### config.mk
export PLATFORM = sky130hd
export DESIGN_NAME = wb_uart_flat
export DESIGN_NICKNAME = d
export VERILOG_FILES = /design/src/rtl/uart_pkg.sv /design/src/rtl/if_wb.sv /design/src/rtl/sync_fifo.sv /design/src/rtl/wb_uart.sv /design/src/flat_wrapper.sv
export SDC_FILE = /design/constraint.sdc
export NUM_CORES = 1
export LEC_CHECK = 0
export ABC_AREA = 1
export CORE_ASPECT_RATIO = 0.8
export CORE_MARGIN = 2
export CORE_UTILIZATION = 50
export DETAILED_ROUTE_END_ITERATION = 8
export PLACE_DENSITY = 0.69
export SYNTH_ARGS = -nofsm -noshare
export SYNTH_HDL_FRONTEND = slang
export SYNTH_HIERARCHICAL = 1
export SYNTH_SLANG_ARGS = --single-unit
### constraint.sdc
create_clock -name clk -period 3.23 [get_ports clk]
set_input_delay 0.646 -clock clk [delete_from_list [all_inputs] [get_ports clk]]
set_output_delay 0.646 -clock clk [all_outputs]
set_load 0.05 [all_outputs]
### src/rtl/uart_pkg.sv
// Shared constants and state types for the Wishbone UART.
// Register indices are the value of wb.adr[2:1].
package uart_pkg;
    localparam logic [1:0] REG_DATA   = 2'd0;
    localparam logic [1:0] REG_STATUS = 2'd1;
    localparam logic [1:0] REG_DIV    = 2'd2;

    localparam int ST_RX_AVAIL = 0;
    localparam int ST_TX_FULL  = 1;
    localparam int ST_TX_IDLE  = 2;
    localparam int ST_RX_OVR   = 3;
    localparam int ST_RX_FERR  = 4;

    localparam logic [15:0] DIV_MIN = 16'd4;

    typedef enum logic [1:0] {TX_IDLE, TX_START, TX_DATA, TX_STOP} tx_state_t;
    typedef enum logic [1:0] {RX_IDLE, RX_START, RX_DATA, RX_STOP} rx_state_t;

    function automatic logic [15:0] clamp_div(input logic [15:0] v);
        return (v < DIV_MIN) ? DIV_MIN : v;
    endfunction
endpackage

### src/rtl/if_wb.sv
// 16-bit Wishbone bus bundle shared by the J1 interconnect and its slaves.
interface if_wb (
    input logic clk,
    input logic rst
);
    logic        cyc;
    logic        stb;
    logic        we;
    logic [15:0] adr;
    logic [15:0] dat_m;
    logic [15:0] dat_s;
    logic        ack;

    modport master (input clk, rst, dat_s, ack, output cyc, stb, we, adr, dat_m);
    modport slave  (input clk, rst, cyc, stb, we, adr, dat_m, output dat_s, ack);
endinterface

### src/rtl/sync_fifo.sv
// Single-clock FIFO with first-word-fall-through output.
// A push into a full FIFO is accepted only when a pop happens in the same cycle.
module sync_fifo #(
    parameter int WIDTH   = 8,
    parameter int FIFO_AW = 4
) (
    input  logic             clk,
    input  logic             rst,
    input  logic             push,
    input  logic             pop,
    input  logic [WIDTH-1:0] din,
    output logic [WIDTH-1:0] dout,
    output logic             full,
    output logic             empty
);
    localparam int DEPTH = 1 << FIFO_AW;
    localparam logic [FIFO_AW:0] DEPTH_C = (FIFO_AW + 1)'(DEPTH);

    logic [WIDTH-1:0]   mem [DEPTH];
    logic [FIFO_AW-1:0] wr_ptr_q, wr_ptr_d;
    logic [FIFO_AW-1:0] rd_ptr_q, rd_ptr_d;
    logic [FIFO_AW:0]   count_q, count_d;
    logic               do_push;
    logic               do_pop;

    assign empty = (count_q == '0);
    assign full  = (count_q == DEPTH_C);
    assign dout  = mem[rd_ptr_q];

    always_comb begin
        do_pop   = pop & ~empty;
        do_push  = push & (~full | do_pop);
        wr_ptr_d = wr_ptr_q + FIFO_AW'(do_push);
        rd_ptr_d = rd_ptr_q + FIFO_AW'(do_pop);
        count_d  = count_q + (FIFO_AW + 1)'(do_push) - (FIFO_AW + 1)'(do_pop);
    end

    always_ff @(posedge clk) begin
        if (do_push) begin
            mem[wr_ptr_q] <= din;
        end
    end

    always_ff @(posedge clk) begin
        if (rst) begin
            wr_ptr_q <= '0;
            rd_ptr_q <= '0;
            count_q  <= '0;
        end else begin
            wr_ptr_q <= wr_ptr_d;
            rd_ptr_q <= rd_ptr_d;
            count_q  <= count_d;
        end
    end
endmodule

### src/rtl/wb_uart.sv
// Wishbone slave UART: 8N1 transmitter and receiver with 16-deep FIFOs
// and a runtime-programmable bit divisor.
module wb_uart
    import uart_pkg::*;
#(
    parameter int CLK_FREQ = 100_000_000,
    parameter int BAUD     = 115200,
    parameter int FIFO_AW  = 4
) (
    input  logic clk,
    input  logic rst,
    if_wb.slave  wb,
    input  logic uart_rx,
    output logic uart_tx
);
    localparam logic [15:0] DIV_RST = 16'((CLK_FREQ + BAUD / 2) / BAUD);

    logic        ack_q, ack_d;
    logic [15:0] div_q, div_d;
    logic        ovr_q, ovr_d;
    logic        ferr_q, ferr_d;
    logic [1:0]  sel;
    logic        bus_wr, bus_rd, status_rd;
    logic [15:0] rd_data;
    logic        unused_bus;

    logic       tx_push, tx_pop, tx_full, tx_empty, tx_idle;
    logic [7:0] tx_dout;
    logic       rx_push, rx_pop, rx_full, rx_empty;
    logic [7:0] rx_dout;

    tx_state_t   tx_state_q, tx_state_d;
    logic [15:0] tx_cnt_q, tx_cnt_d, tx_div_q, tx_div_d;
    logic [2:0]  tx_bit_q, tx_bit_d;
    logic [7:0]  tx_sh_q, tx_sh_d;
    logic        tx_line_q, tx_line_d;
    logic        tx_bit_end, tx_load;

    rx_state_t   rx_state_q, rx_state_d;
    logic [15:0] rx_cnt_q, rx_cnt_d, rx_div_q, rx_div_d;
    logic [2:0]  rx_bit_q, rx_bit_d;
    logic [7:0]  rx_sh_q, rx_sh_d;
    logic        rx_s1_q, rx_s2_q, rx_s3_q;
    logic        rx_bit_end, ferr_set, ovr_set;

    assign unused_bus = ^{wb.adr[15:3], wb.adr[0], wb.clk, wb.rst};

    // Bus side effects are applied in the ack cycle, while the master still holds the request.
    assign sel       = wb.adr[2:1];
    assign bus_wr    = ack_q & wb.cyc & wb.stb & wb.we;
    assign bus_rd    = ack_q & wb.cyc & wb.stb & ~wb.we;
    assign status_rd = bus_rd & (sel == REG_STATUS);
    assign tx_push   = bus_wr & (sel == REG_DATA);
    assign rx_pop    = bus_rd & (sel == REG_DATA) & ~rx_empty;
    assign tx_idle   = tx_empty & (tx_state_q == TX_IDLE);
    assign uart_tx   = tx_line_q;

    sync_fifo #(.WIDTH(8), .FIFO_AW(FIFO_AW)) u_tx_fifo (
        .clk(clk), .rst(rst), .push(tx_push), .pop(tx_pop), .din(wb.dat_m[7:0]),
        .dout(tx_dout), .full(tx_full), .empty(tx_empty)
    );

    sync_fifo #(.WIDTH(8), .FIFO_AW(FIFO_AW)) u_rx_fifo (
        .clk(clk), .rst(rst), .push(rx_push), .pop(rx_pop), .din(rx_sh_q),
        .dout(rx_dout), .full(rx_full), .empty(rx_empty)
    );

    always_comb begin
        rd_data = 16'h0000;
        case (sel)
            REG_DATA:   rd_data = rx_empty ? 16'h0000 : {8'h00, rx_dout};
            REG_STATUS: begin
                rd_data[ST_RX_AVAIL] = ~rx_empty;
                rd_data[ST_TX_FULL]  = tx_full;
                rd_data[ST_TX_IDLE]  = tx_idle;
                rd_data[ST_RX_OVR]   = ovr_q;
                rd_data[ST_RX_FERR]  = ferr_q;
            end
            REG_DIV:    rd_data = div_q;
            default:    rd_data = 16'h0000;
        endcase
    end

    assign wb.dat_s = ack_q ? rd_data : 16'h0000;
    assign wb.ack   = ack_q;

    always_comb begin
        ack_d  = wb.cyc & wb.stb & ~ack_q;
        div_d  = (bus_wr && sel == REG_DIV) ? clamp_div(wb.dat_m) : div_q;
        ovr_d  = (ovr_q & ~status_rd) | ovr_set;
        ferr_d = (ferr_q & ~status_rd) | ferr_set;
    end

    // Transmitter: a byte waiting at the end of STOP starts immediately, with no idle gap.
    assign tx_bit_end = (tx_cnt_q == tx_div_q - 16'd1);

    always_comb begin
        tx_state_d = tx_state_q;
        tx_cnt_d   = tx_cnt_q;
        tx_div_d   = tx_div_q;
        tx_bit_d   = tx_bit_q;
        tx_sh_d    = tx_sh_q;
        tx_line_d  = tx_line_q;
        tx_load    = 1'b0;
        tx_pop     = 1'b0;
        case (tx_state_q)
            TX_IDLE: tx_load = ~tx_empty;
            TX_START: begin
                tx_cnt_d = tx_cnt_q + 16'd1;
                if (tx_bit_end) begin
                    tx_cnt_d   = 16'd0;
                    tx_bit_d   = 3'd0;
                    tx_line_d  = tx_sh_q[0];
                    tx_state_d = TX_DATA;
                end
            end
            TX_DATA: begin
                tx_cnt_d = tx_cnt_q + 16'd1;
                if (tx_bit_end) begin
                    tx_cnt_d = 16'd0;
                    if (tx_bit_q == 3'd7) begin
                        tx_line_d  = 1'b1;
                        tx_state_d = TX_STOP;
                    end else begin
                        tx_bit_d  = tx_bit_q + 3'd1;
                        tx_sh_d   = {1'b0, tx_sh_q[7:1]};
                        tx_line_d = tx_sh_q[1];
                    end
                end
            end
            TX_STOP: begin
                tx_cnt_d = tx_cnt_q + 16'd1;
                if (tx_bit_end) begin
                    tx_state_d = TX_IDLE;
                    tx_load    = ~tx_empty;
                end
            end
            default: tx_state_d = TX_IDLE;
        endcase
        if (tx_load) begin
            tx_pop     = 1'b1;
            tx_sh_d    = tx_dout;
            tx_div_d   = div_q;
            tx_cnt_d   = 16'd0;
            tx_line_d  = 1'b0;
            tx_state_d = TX_START;
        end
    end

    // Receiver: START checks mid-bit to reject glitches, then samples every div cycles.
    assign rx_bit_end = (rx_cnt_q == rx_div_q - 16'd1);

    always_comb begin
        rx_state_d = rx_state_q;
        rx_cnt_d   = rx_cnt_q;
        rx_div_d   = rx_div_q;
        rx_bit_d   = rx_bit_q;
        rx_sh_d    = rx_sh_q;
        rx_push    = 1'b0;
        ferr_set   = 1'b0;
        ovr_set    = 1'b0;
        case (rx_state_q)
            RX_IDLE: begin
                if (rx_s3_q && !rx_s2_q) begin
                    rx_cnt_d   = 16'd0;
                    rx_div_d   = div_q;
                    rx_state_d = RX_START;
                end
            end
            RX_START: begin
                rx_cnt_d = rx_cnt_q + 16'd1;
                if (rx_cnt_q == (rx_div_q >> 1) - 16'd1) begin
                    rx_cnt_d   = 16'd0;
                    rx_bit_d   = 3'd0;
                    rx_state_d = rx_s2_q ? RX_IDLE : RX_DATA;
                end
            end
            RX_DATA: begin
                rx_cnt_d = rx_cnt_q + 16'd1;
                if (rx_bit_end) begin
                    rx_cnt_d = 16'd0;
                    rx_sh_d  = {rx_s2_q, rx_sh_q[7:1]};
                    rx_bit_d = rx_bit_q + 3'd1;
                    if (rx_bit_q == 3'd7) begin
                        rx_state_d = RX_STOP;
                    end
                end
            end
            RX_STOP: begin
                rx_cnt_d = rx_cnt_q + 16'd1;
                if (rx_bit_end) begin
                    rx_state_d = RX_IDLE;
                    if (!rx_s2_q) begin
                        ferr_set = 1'b1;
                    end else begin
                        rx_push = 1'b1;
                        ovr_set = rx_full & ~rx_pop;
                    end
                end
            end
            default: rx_state_d = RX_IDLE;
        endcase
    end

    always_ff @(posedge clk) begin
        if (rst) begin
            ack_q      <= 1'b0;
            div_q      <= DIV_RST;
            ovr_q      <= 1'b0;
            ferr_q     <= 1'b0;
            tx_state_q <= TX_IDLE;
            tx_cnt_q   <= 16'd0;
            tx_div_q   <= DIV_RST;
            tx_bit_q   <= 3'd0;
            tx_sh_q    <= 8'd0;
            tx_line_q  <= 1'b1;
            rx_state_q <= RX_IDLE;
            rx_cnt_q   <= 16'd0;
            rx_div_q   <= DIV_RST;
            rx_bit_q   <= 3'd0;
            rx_sh_q    <= 8'd0;
            rx_s1_q    <= 1'b1;
            rx_s2_q    <= 1'b1;
            rx_s3_q    <= 1'b1;
        end else begin
            ack_q      <= ack_d;
            div_q      <= div_d;
            ovr_q      <= ovr_d;
            ferr_q     <= ferr_d;
            tx_state_q <= tx_state_d;
            tx_cnt_q   <= tx_cnt_d;
            tx_div_q   <= tx_div_d;
            tx_bit_q   <= tx_bit_d;
            tx_sh_q    <= tx_sh_d;
            tx_line_q  <= tx_line_d;
            rx_state_q <= rx_state_d;
            rx_cnt_q   <= rx_cnt_d;
            rx_div_q   <= rx_div_d;
            rx_bit_q   <= rx_bit_d;
            rx_sh_q    <= rx_sh_d;
            rx_s1_q    <= uart_rx;
            rx_s2_q    <= rx_s1_q;
            rx_s3_q    <= rx_s2_q;
        end
    end
endmodule
### src/flat_wrapper.sv
// flat-port wrapper written by rule: the top's interface ports become plain ports
module wb_uart_flat import uart_pkg::*;
#(
    parameter int CLK_FREQ = 100_000_000,
    parameter int BAUD     = 115200,
    parameter int FIFO_AW  = 4
)
  (clk, rst, uart_rx, uart_tx, wb_cyc, wb_stb, wb_we, wb_adr, wb_dat_m, wb_dat_s, wb_ack);
  if_wb wb_i (.clk(clk), .rst(rst));
  input  logic clk;
  input  logic rst;
  input  logic uart_rx;
  output logic uart_tx;
  input wire logic [$bits(wb_i.cyc)-1:0] wb_cyc;
  input wire logic [$bits(wb_i.stb)-1:0] wb_stb;
  input wire logic [$bits(wb_i.we)-1:0] wb_we;
  input wire logic [$bits(wb_i.adr)-1:0] wb_adr;
  input wire logic [$bits(wb_i.dat_m)-1:0] wb_dat_m;
  output wire logic [$bits(wb_i.dat_s)-1:0] wb_dat_s;
  output wire logic [$bits(wb_i.ack)-1:0] wb_ack;
  assign wb_i.cyc = wb_cyc;
  assign wb_i.stb = wb_stb;
  assign wb_i.we = wb_we;
  assign wb_i.adr = wb_adr;
  assign wb_i.dat_m = wb_dat_m;
  assign wb_dat_s = wb_i.dat_s;
  assign wb_ack = wb_i.ack;
  wb_uart #(.CLK_FREQ(CLK_FREQ), .BAUD(BAUD), .FIFO_AW(FIFO_AW)) u_core (.clk(clk), .rst(rst), .wb(wb_i), .uart_rx(uart_rx), .uart_tx(uart_tx));
endmodule
Yosys cells after proc, flatten, opt, wreduce, memory -nomap -nowiden
Memory sizes are Yosys's and may differ from the RTL's. A register that Yosys moved wholly into a read port is not among the register bits.
Index checks and enable logic that the tools add are counted.
- register bits after elaboration: 139
- RAM bits: 256
- logic and storage cells: 188
- memories kept: 2
- $add $sub $neg: 15
- $lt $le $gt $ge: 1
- eq/ne operators: 30
- multiplexer cells: 58
- bitwise gates (word level): 30
- reductions and logical operators: 27
- memories (name ; depth ; width ; rd ports ; clocked after Yosys merged registers in ; write ports ; RTL line ; source):
    u_core.u_rx_fifo.mem ; 16 ; 8 ; 1 ; 1 ; 1 ; sync_fifo.sv:19 ; logic [WIDTH-1:0] mem [DEPTH];
    u_core.u_tx_fifo.mem ; 16 ; 8 ; 1 ; 1 ; 1 ; sync_fifo.sv:19 ;
- operator list (operator ; number):
    two-way mux 16 bit ; 6
    case mux 16 bit (4 select lines) ; 1
    == test 16 bit ; 3
    two-way mux 8 bit ; 5
    adder 16 x 1 -> 16 bit, second input constant ; 2
    case mux 16 bit (2 select lines) ; 1
    subtractor 16 x 1 -> 16 bit, second input constant ; 2
    case mux 11 bit (2 select lines) ; 1
    two-way mux 1 bit ; 20
    two-way mux 2 bit ; 10
    inequality test 2 x 1 -> 1 bit, second input constant ; 10
    bitwise AND 1 bit ; 18
    adder 4 x 1 -> 4 bit ; 4
    < comparator 16 x 3 -> 1 bit, second input constant ; 1
    subtractor 15 x 1 -> 16 bit, second input constant ; 1
    two-way mux 3 bit ; 5
    case mux 5 bit (3 select lines) ; 1
    AND reduction 5 bit ; 3
    inequality test 3 x 1 -> 1 bit, second input constant ; 4
    case mux 3 bit (2 select lines) ; 2
    adder 5 x 1 -> 5 bit ; 2
    == test 2 bit, second input constant ; 5
    == test 5 bit, second input constant ; 2
    logical NOT 5 bit ; 2
    21 further kinds ; 50

Logic depth before layout (Yosys ltp)
- depth after elaboration: 11
- mapped depth: 29
- mapped depth without buffers: 29

Modules after synthesis
The synthesis kept the hierarchy.
- modules (own cells, without submodules) (module ; instances ; cells each ; area each (um^2)):
    wb_uart ; 1 ; 1118 ; 7269.5
    sync_fifo at u_core.u_tx_fifo ; 1 ; 630 ; 6318.6
    sync_fifo at u_core.u_rx_fifo ; 1 ; 630 ; 6307.3

Least setup slack after synthesis
No wires, ideal clock.
- kind: flip-flop to flip-flop
- start: reg u_core.tx_div_q[0]
- end: reg u_core.u_tx_fifo.count_q[4]
- arrival: 3253 ps
- slack: -136 ps
- cell stages (with the launch flop): 29
- path buffers: 0
- clock period less this slack: 3366 ps
- cell sequence: dfxtp_1 inv_1 ha_1 nand2_1 inv_1 nor2_1 nand2_1 nor2_1 nand3_1 nor2_1 nand2_1 nor2_4 nand4_2 nand2_4 nand2_4 inv_2 o21ai_0 nor2_1 inv_1 nand2_1 ha_1 inv_1 fa_1 inv_1 nand2_1 nand2_1 a21oi_1 nor2_1 nor2_1
- word-level cells in the longest chain between the ends: 10
- RTL lines (element ; RTL line ; source):
    start, declared ; wb_uart.sv:33 ; logic [15:0] tx_cnt_q, tx_cnt_d, tx_div_q, tx_div_d;
    start signal, assigned ; wb_uart.sv:232 ; tx_div_q <= tx_div_d;
    subtractor 16 x 1 -> 16 bit * ; wb_uart.sv:95 ; assign tx_bit_end = (tx_cnt_q == tx_div_q - 16'd1);
    == test 16 bit * ; wb_uart.sv:95 ;
    two-way mux 1 bit * ; wb_uart.sv:133 ; if (tx_bit_end) begin
    case mux 1 bit (2 select lines) * ; wb_uart.sv:106 ; case (tx_state_q)
    named net u_core.tx_load ; wb_uart.sv:37 ; logic tx_bit_end, tx_load;
    two-way mux 1 bit * ; wb_uart.sv:140 ; if (tx_load) begin
    bitwise AND 1 bit * ; sync_fifo.sv:31 ; do_pop = pop & ~empty;
    OR 1 bit ; sync_fifo.sv:32 ; do_push = push & (~full | do_pop);
    bitwise AND 1 bit ; sync_fifo.sv:32 ;
    adder 5 x 1 -> 5 bit ; sync_fifo.sv:35 ; count_d = count_q + (FIFO_AW + 1)'(do_push) - (FIFO_AW + 1)'(do_pop);
    subtractor 5 x 1 -> 5 bit * ; sync_fifo.sv:35 ;
    end signal, assigned ; sync_fifo.sv:52 ; count_q <= count_d;
    end, declared ; sync_fifo.sv:22 ; logic [FIFO_AW:0] count_q, count_d;
Mark *: on every way through the listed nets, which the timed path passes. The rest lies on a longest branch.
A chain may end at the register's enable or synchronous reset.

Final worst setup path
- start: reg u_core.tx_div_q[1]
- end: reg u_core.u_tx_fifo.count_q[4]
The elaborated chain is that of the path after synthesis.

==> reports/metrics.cfg <==
[placed_design]
placed_cell_area_sq_mm = 0.02155
hpwlAfterDp_microns = 33790
gp_congestion = 0.9303
port_buffers = 41
placed_cells = 2988

[min_path]
min_from = u_core/rx_s1_q
hold_class = register to register

[die]
rows = 65
die_y_microns = 182.4
start_util_pct = 50.54
dieArea_sq_mm = 0.04141
io_pins = 56
die_x_microns = 227.0
coreArea_sq_mm = 0.03936

[finish]
diodes = 0
filler_cell_count = 3452
design_area_sq_mm = 0.02325
utilization_pct = 59.07
final_cell_mix = 656 x nand2_1, 335 x inv_1, 283 x nand3_1, 256 x edfxtp_1, 170 x nor2_1
final_common_cell = nand2_1
drive_gt1_share_pct = 13.23
multiInputGateArea_sq_mm = 0.007751
nets = 2583
regArea_sq_mm = 0.01049
final_cells = 3075
areaGrowthSynthToFinish_pct = 16.87

[logic_synthesis]
syn_avg_cell_area_sq_um = 8.366
yosysTopAreaCell = edfxtp_1
ys_types = 50
ys_top_cells_by_area = edfxtp_1 39%, dfxtp_1 14%, nand2_1 13%
synthesis.nets = 2451
ys_warn_count = 6
synthCells = 2378
synth_area_sq_mm = 0.01990
synth_top_area_share_pct = 38.64
ys_ff_latch = 395
yosysSeqAreaShare_pct = 52.63

[grt]
grtUsageTotal_pct = 24.35
grt_max_degree = 66
grt_pass1_vias = 14950
antenna_found_initial = 0
grt_pass1_wl_microns = 79350
overflow = 0

[drt]
drt_first_iter_violations = 1486
drc_errors = 0
wire_per_inst_microns = 16.33
ant_nets = 0
vias = 16160
finalWirelength_microns = 50210
drt-vias-per-instance = 5.257
first_pass_iters = 5

[critical_path]
crit_path_max_incr_delay_ns = 0.36
start_kind = register
crit_path_top_delay_cell = fa_2
cpMostUsedCell = nand2_1
required_ns = 3.72
startpoint = u_core/tx_div_q[1]
endpoint_kind = register
critPathTopFamily = simple AND/OR/NAND/NOR gates
worstPathMaxFanout = 4
worst_ep_arrival_time_ns = 3.70
crit_type = register to register
r2r-start = u_core/tx_div_q[1]
crit_buf_inv = 5

[cts]
cts_hold_buf = 0
cts_tree = built
clk_pin_slew_worst_paths_ns = 0.07
clk_latency_ns = 0.55
clk_path_buf_depth = 3
htreeDepth = 2
cts_num_sinks = 395
root_buffer = clkbuf_16
cts_buffers = 40

[run]
max-cap-violations = 0

[timing]
fin_crit_ns = 3.206
slew_headroom_pct = 45.42
rsz0062_at_grt = yes
worst_clock_skew_ns = 0.01185
setup_viol_count_final = 0
worstMarginPinSlew_ns = 0.8176
drv_slew = 0
hold_violations = 0
max_freq_mhz = 312.0
period_share_pct = 99.24

[run_status]
status = completed

[power_and_ir_drop]
irDropWorstVdd_mv = 0.4771
power_uw = 13260
powerDensity_mw_per_mm2 = 570.1
power_leakage_uw = 0.009998

## timing repair
item / in CTS / in global routing
endpoints found under the setup margin: 4 / 149
pin swaps: 4 / 31
cloned: 0 / 0
gates resized for setup: 17 / 64
setup buffers: 3 / 13
## layer usage
| metal | global-route usage, % | wire, microns | up-vias |
|---|---|---|---|
| met5 | 0 | 0 | - |
| li1 | - | - | 7905 |
| met4 | 6.458 | 989 | 0 |
| met1 | 37.36 | 23970 | 7672 |
| met3 | 3.333 | 3626 | 69 |
| met2 | 36.06 | 21630 | 518 |
## state kept, by name, indices dropped and copies added, names as in the netlist, 8 cells and up, named ones only
| register | flops |
|---|---|
| u_core/div_q | 16 |
| u_core/u_tx_fifo/mem | 128 |
| u_core/tx_cnt_q | 16 |
| u_core/rx_div_q | 16 |
| u_core/tx_sh_q | 8 |
| u_core/rx_sh_q | 8 |
| u_core/tx_div_q | 16 |
| u_core/u_rx_fifo/mem | 128 |
| u_core/rx_cnt_q | 16 |
## cells by family after synthesis
family	count (synthesis)	synth area share [%]
simple gates	1272	27.93
buf+inv	453	9.660
flops	395	52.63
compound gates	145	4.075
xor+xnor	78	3.434
fa+ha+maj	35	2.277
## per-stage QoR
stage	setup WS (ns)	hold WS [ns]	TNS, ns
finish	0.02446	0.4233	0
global route	-0.1515	0.4575	-0.2583
CTS	0.002335	0.4314	0
detailed placement	-0.2079	0.4138	-0.3596
global placement	-0.1010	0.4069	-0.1010
floorplan	-0.03803	0.3895	-2.759
## cell usage after synthesis, drive strengths merged
master,count
nand4,27
clkinv,7
or2,10
nand3b,16
nor3,49
o21bai,2
nand2,671
dfxtp,139
inv,352
nand3,288
buf,64
a31o,1
ha,33
and2,2
and3,2
nor2,196
or4,1
fa,2
o31ai,1
o211ai,15
nor3b,4
nand2b,1
xor2,52
a21oi,77
a21boi,1
a22oi,1
nor4,5
xnor2,26
o21ai,44
a31oi,3
edfxtp,256
clkbuf,30
## power breakdown
group | switching [uW] | leakage [uW] | internal (uW)
clock | 1970 | 0.000641 | 2690
sequential | 158 | 0.00347 | 5510
combinational | 1850 | 0.00589 | 1080
## area by class of cell
type	count	share of cell area, %
Inverter	359	5.860
Multi-Input combinational cell	1530	33.34
Clock buffer	53	4.816
Sequential cell	395	45.10
Timing Repair Buffer	184	7.189
Tap cell	536	2.884
Clock inverter	18	0.8126
## path summary, 6_finish.rpt
kind                                      end  cells after the start  slack (ns)
hold / removal                 u_core/rx_s2_q                      1        0.42
setup reg to reg  u_core/u_tx_fifo/count_q[4]                     28        0.02
hold reg to reg                u_core/rx_s2_q                      1        0.42
setup / recovery  u_core/u_tx_fifo/count_q[4]                     28        0.02
(Power assumes the default switching activity.)
